`src/rtl/clock_divide_pkg.sv`:
```
// Shared definitions for the run/stop divider controller and its period counter.
package clock_divide_pkg;

  localparam int                 WIDTH           = 28;
  localparam logic [WIDTH-1:0]   DEFAULT_DIVISOR = 28'd14000000;
  localparam logic [WIDTH-1:0]   MIN_DIVISOR     = 28'd2;

  typedef enum logic [1:0] {
    ST_IDLE  = 2'd0,
    ST_RUN   = 2'd1,
    ST_DRAIN = 2'd2
  } state_e;

endpackage

```
`src/rtl/div_period_counter.sv`:
```
// Period counter for the divider: counts 0..div-1 while enabled, registers the
// square wave c (one cycle behind the count) and a one-cycle tick per wrap.
module div_period_counter #(
  parameter int WIDTH = 28
) (
  input  logic             clock_in,
  input  logic             reset,
  input  logic             i_en,
  input  logic [WIDTH-1:0] i_div,
  output logic             o_wrap,
  output logic             o_tick,
  output logic             o_c
);

  logic [WIDTH-1:0] r_count;
  logic             r_tick;
  logic             r_c;

  // >= rather than == so a divisor shrinking below the count still wraps.
  assign o_wrap = i_en && (r_count >= (i_div - WIDTH'(1)));

  always_ff @(posedge clock_in) begin
    if (reset || !i_en) begin
      r_count <= '0;
      r_tick  <= 1'b0;
      r_c     <= 1'b0;
    end else begin
      r_tick  <= o_wrap;
      r_c     <= (r_count < (i_div >> 1));
      r_count <= o_wrap ? '0 : (r_count + WIDTH'(1));
    end
  end

  assign o_tick = r_tick;
  assign o_c    = r_c;

endmodule

```
`src/rtl/clock_divide_ctrl.sv`:
```
// Run/stop and reconfiguration controller for the square-wave divider.
// New divisors take effect only at a period boundary so c never shows a runt.
module clock_divide_ctrl
  import clock_divide_pkg::*;
#(
  parameter int               WIDTH           = clock_divide_pkg::WIDTH,
  parameter logic [WIDTH-1:0] DEFAULT_DIVISOR = WIDTH'(clock_divide_pkg::DEFAULT_DIVISOR),
  parameter logic [WIDTH-1:0] MIN_DIVISOR     = WIDTH'(clock_divide_pkg::MIN_DIVISOR)
) (
  input  logic             clock_in,
  input  logic             reset,
  input  logic             start,
  input  logic             stop,
  input  logic             cfg_valid,
  input  logic [WIDTH-1:0] cfg_divisor,
  output logic             cfg_ready,
  output logic             c,
  output logic             tick,
  output logic             running,
  output logic [WIDTH-1:0] active_div,
  output state_e           dbg_state
);

  state_e           r_state;
  state_e           w_next_state;
  logic [WIDTH-1:0] r_active_div;
  logic [WIDTH-1:0] r_pend_div;
  logic             r_pend;
  logic             w_en;
  logic             w_wrap;
  logic             w_xfer;
  logic [WIDTH-1:0] w_cfg_clamped;

  always_ff @(posedge clock_in) begin
    if (reset) r_state <= ST_IDLE;
    else       r_state <= w_next_state;
  end

  // stop has priority over start; start in DRAIN cancels the drain.
  always_comb begin
    w_next_state = r_state;
    case (r_state)
      ST_IDLE:  if (start && !stop) w_next_state = ST_RUN;
      ST_RUN:   if (stop) w_next_state = ST_DRAIN;
      ST_DRAIN: begin
        if (start && !stop) w_next_state = ST_RUN;
        else if (w_wrap)    w_next_state = ST_IDLE;
      end
      default:  w_next_state = ST_IDLE;
    endcase
  end

  always_comb begin
    w_en      = (r_state == ST_RUN) || (r_state == ST_DRAIN);
    running   = w_en;
    dbg_state = r_state;
  end

  // Handshake: a divisor transfers on any cycle where cfg_valid && cfg_ready;
  // cfg_ready is low exactly while a divisor waits for the next period wrap.
  assign cfg_ready     = !r_pend;
  assign w_xfer        = cfg_valid && cfg_ready;
  assign w_cfg_clamped = (cfg_divisor < MIN_DIVISOR) ? MIN_DIVISOR : cfg_divisor;

  always_ff @(posedge clock_in) begin
    if (reset) begin
      r_active_div <= DEFAULT_DIVISOR;
      r_pend_div   <= DEFAULT_DIVISOR;
      r_pend       <= 1'b0;
    end else if (!w_en) begin
      // A value that slipped into pending on the final drain wrap lands here.
      if (r_pend) begin
        r_active_div <= r_pend_div;
        r_pend       <= 1'b0;
      end else if (w_xfer) begin
        r_active_div <= w_cfg_clamped;
      end
    end else begin
      if (w_wrap && r_pend) begin
        r_active_div <= r_pend_div;
        r_pend       <= 1'b0;
      end
      if (w_xfer) begin
        r_pend     <= 1'b1;
        r_pend_div <= w_cfg_clamped;
      end
    end
  end

  assign active_div = r_active_div;

  div_period_counter #(
    .WIDTH (WIDTH)
  ) u_counter (
    .clock_in (clock_in),
    .reset    (reset),
    .i_en     (w_en),
    .i_div    (r_active_div),
    .o_wrap   (w_wrap),
    .o_tick   (tick),
    .o_c      (c)
  );

endmodule

```
`config.mk`:
```
export PLATFORM = sky130hd
export DESIGN_NAME = clock_divide_ctrl
export DESIGN_NICKNAME = d
export VERILOG_FILES = /design/src/rtl/clock_divide_pkg.sv /design/src/rtl/div_period_counter.sv /design/src/rtl/clock_divide_ctrl.sv
export SDC_FILE = /design/constraint.sdc
export NUM_CORES = 1
export LEC_CHECK = 0
export BUFFER_PORTS_ARGS = -buffer_cell sky130_fd_sc_hd__buf_2
export CAP_MARGIN = 20
export CORE_MARGIN = 2
export CORE_UTILIZATION = 48
export DETAILED_ROUTE_END_ITERATION = 6
export MAX_ROUTING_LAYER = met4
export PLACE_DENSITY = 0.66
export REMOVE_ABC_BUFFERS = 1
export SKIP_LAST_GASP = 1
export SLEW_MARGIN = 30
export SYNTH_ARGS = -nofsm -noshare
export SYNTH_HDL_FRONTEND = slang
export SYNTH_HIERARCHICAL = 1
export SYNTH_SLANG_ARGS = --single-unit
```
`constraint.sdc`:
```
create_clock -name clock_in -period 7.55 [get_ports clock_in]
set_input_delay 0 -clock clock_in [delete_from_list [all_inputs] [get_ports clock_in]]
set_output_delay 0 -clock clock_in [all_outputs]
set_load 0.01 [all_outputs]
```
==> results.py <==
metrics = {
    "logic_synthesis": {
        "synth_largest_area_cell": "dfxtp_1",
        "synth_area_um2": 5800,
        "synth_flop_cell": "dfxtp_1",
        "synth_seq_cells": 89,
        "avgSynthCellArea_um2": 8.37,
        "synth-edff-count": 0,
        "syn_inst": 693,
        "yosys-top-cells-area": "dfxtp_1 31%, ha_1 13%, nand2_1 5.3%",
        "yosysSeqAreaShare": 0.307,
        "async_flop_share": 0,
        "yosysTopAreaCellShare": 0.307,
        "synth_cell_types": 54,
        "yosys_warnings": 6,
    },
    "sta": {
        "setup_viol_count_final": 0,
        "finalMaxSlewViolations": 0,
        "rsz0062_at_grt": "no",
        "period_share": 0.729,
        "hold_viol_final": 0,
        "setup_tns_ps": 0,
        "finClkSkew_ps": 8.26,
        "fmax_mhz": 182,
        "worstMarginPinSlew_ps": 845,
        "slew_headroom": 0.435,
        "fin_crit_ps": 5510,
    },
    "clock_network": {
        "tritoncts": "built",
        "clockRootBuffer": "clkbuf_16",
        "cts_setup_buffers": 0,
        "clk_pin_slew_worst_paths_ps": 60,
        "cts_sinks": 89,
        "htree_levels": 3,
        "clockBufferDepth": 2,
        "cts-resized-gates": 0,
        "clkLatencyLatePin_ps": 340,
        "cts_hold_buf": 29,
        "cts_buffers": 9,
    },
    "cells_and_area": {
        "nets": 862,
        "final_util": 0.564,
        "final_common_cell": "dfxtp_1",
        "fin_cells": 918,
        "final_cell_mix": "89 x dfxtp_1, 82 x nand2_1, 66 x buf_2, 61 x ha_1, 41 x inv_1",
        "drive_gt1_frac": 0.169,
        "antenna_cells": 0,
        "num-fill-cells": 1086,
        "areaGrowthSynthToFinish_pct": 15.9,
        "final_area_um2": 6720,
    },
    "status": {
        "status": "finished, final reports clean",
    },
    "grt": {
        "grt_usage": 0.245,
        "first_global_vias": 5066,
        "grt_max_degree": 41,
        "grt_overflow_total": 0,
        "antenna_found_initial": 0,
        "grt_pass1_wl_um": 24700,
    },
    "critical_path": {
        "critPathBufInv": 3,
        "worstPathArrival_ps": 5760,
        "max_stage_delay_ps": 570,
        "crit_family": "simple AND/OR/NAND/NOR gates",
        "crit_fanout": 30,
        "crit_chain": "inv_1 > ha_1 > nor3b_2 > nand4_1 > or3_1 > nor2_1 > xnor2_1 > ha_1 > nand3_1 > or4_1 > nor4_2 > buf_4 > o21a_1 > nand2b_1 > a21o_2 > buf_4 > nor2_1 > a311oi_1",
        "crit_path_end_kind": "register",
        "worstSetupPathType": "register to register",
        "r2r-start": "active_div[0]",
        "cp_slowest_cell": "or4_1",
        "worstSetupStartpointType": "register",
        "r2r_cells": 18,
        "critPathRequiredTime_ps": 7800,
        "r2r_end": "active_div[26]",
        "rrSetupSlack_ps": 2040,
    },
    "placement": {
        "postPlaceCellArea_um2": 6140,
        "dp_hpwl_um": 11000,
        "dp_cells": 875,
        "gp_congestion": 0.905,
        "portBuffers": 66,
    },
    "drt": {
        "via_per_inst": 5.79,
        "wire_per_inst_um": 16.6,
        "first_iter_violations": 281,
        "route.vias.total": 5312,
        "post-route-drc-count": 0,
        "drt-pass1-iter-count": 4,
        "postRouteAntennaNets": 0,
        "wl_um": 15200,
    },
    "worst_hold_path": {
        "worstHoldPathCells": 4,
        "hp-start": "stop",
        "whs_endpoint": "dbg_state[1]",
        "hp-class": "primary input to register",
    },
    "pwr": {
        "ir_drop_mv": 0.144,
        "p_leak_nw": 2.73,
        "totalPowerFinal_w": 0.00124,
        "powerDensity_nw_per_um2": 185,
    },
    "floorplan": {
        "core-area_um2": 11900,
        "die_area_um2": 13000,
        "std_cell_rows": 40,
        "die_w_um": 114,
        "pin_count": 67,
        "dieHeight_um": 114,
        "initial_core_util": 0.487,
    },
    "flow_run": {
        "drv_cap": 0,
    },
}
registers in the layout (all words and copies together) (netlist names):
signal and flops:
u_counter/r_count 28, u_counter/o_tick 1, active_div 28, u_counter/o_c 1, r_pend 1, dbg_state 2, r_pend_div 28
through the flow:
step                      hold WS (ps)  worst slack (ps)
after CTS                         30.9              1770
after detailed placement           250              1800
after floorplan                   66.2               714
final                             66.9              2040
after global placement             244              2110
after global routing              88.5              1710
how the worst max path moves through the flow:
stage | startpoint | end | slack, ps | depth (start not counted)
after floorplan | active_div[0] | active_div[1] | 710 | 16
after global placement | active_div[0] | active_div[26] | 2110 | 18
after detailed placement | active_div[1] | active_div[26] | 1800 | 18
after CTS | active_div[0] | active_div[26] | 1770 | 18
after global routing | active_div[1] | active_div[23] | 1710 | 18
final | active_div[0] | active_div[26] | 2040 | 18
worst reg2reg max path, stage by stage (launching register included):
cell and delay [ps]:
dfxtp_1 340, inv_1 110, ha_1 200, nor3b_2 410, nand4_1 320, or3_1 500
nor2_1 140, xnor2_1 90, ha_1 320, nand3_1 110, or4_1 570, nor4_2 300
buf_4 360, o21a_1 270, nand2b_1 170, a21o_2 550, buf_4 360, nor2_1 70
a311oi_1 230
cell usage after synthesis, types with 13 or more instances:
cell,instances
xor2_1,19
nor2_1,38
nor2b_1,17
nand2_1,82
nor4_1,36
xnor2_1,31
a21oi_1,36
buf_2,13
inv_1,41
dfxtp_1,89
nand4_1,19
a211oi_1,15
o21ai_0,39
nand3_1,34
ha_1,61
power breakdown:
part           switching (W)  internal (W)  total (W)
sequential         0.0000377      0.000497   0.000535
combinational       0.000152      0.000107   0.000259
clock               0.000185      0.000263   0.000448
total               0.000375      0.000867    0.00124
cells by family (layout without fill, tap and decap cells):
| group | after synthesis | in the layout | synth area share |
|---|---|---|---|
| adder cells (fa/ha/maj) | 61 | 61 | 0.132 |
| AO/OA/AOI/OAI | 132 | 132 | 0.158 |
| buffers and inverters | 77 | 155 | 0.0652 |
| XOR/XNOR | 50 | 50 | 0.0755 |
| flip-flops | 89 | 89 | 0.307 |
| AND/OR/NAND/NOR | 284 | 284 | 0.262 |
metal layers:
layer  GRT usage  vias up  share of wire
li1            -     2638              -
met1       0.301     2501           0.44
met2       0.409      145           0.49
met3      0.0292       28          0.040
met4       0.102        0          0.024
met5           -        -              0
layout make-up:
cell class,instances,area (um2),share of cell area
clock buffer,10,239,0.0355
tap,147,184,0.0274
inverter,41,154,0.0229
sequential,89,1780,0.265
clock inverter,4,55.1,0.00819
multi-input combinational,527,3650,0.543
timing repair buffer,100,658,0.0979
No activity file was read; power rests on OpenSTA's default activity.
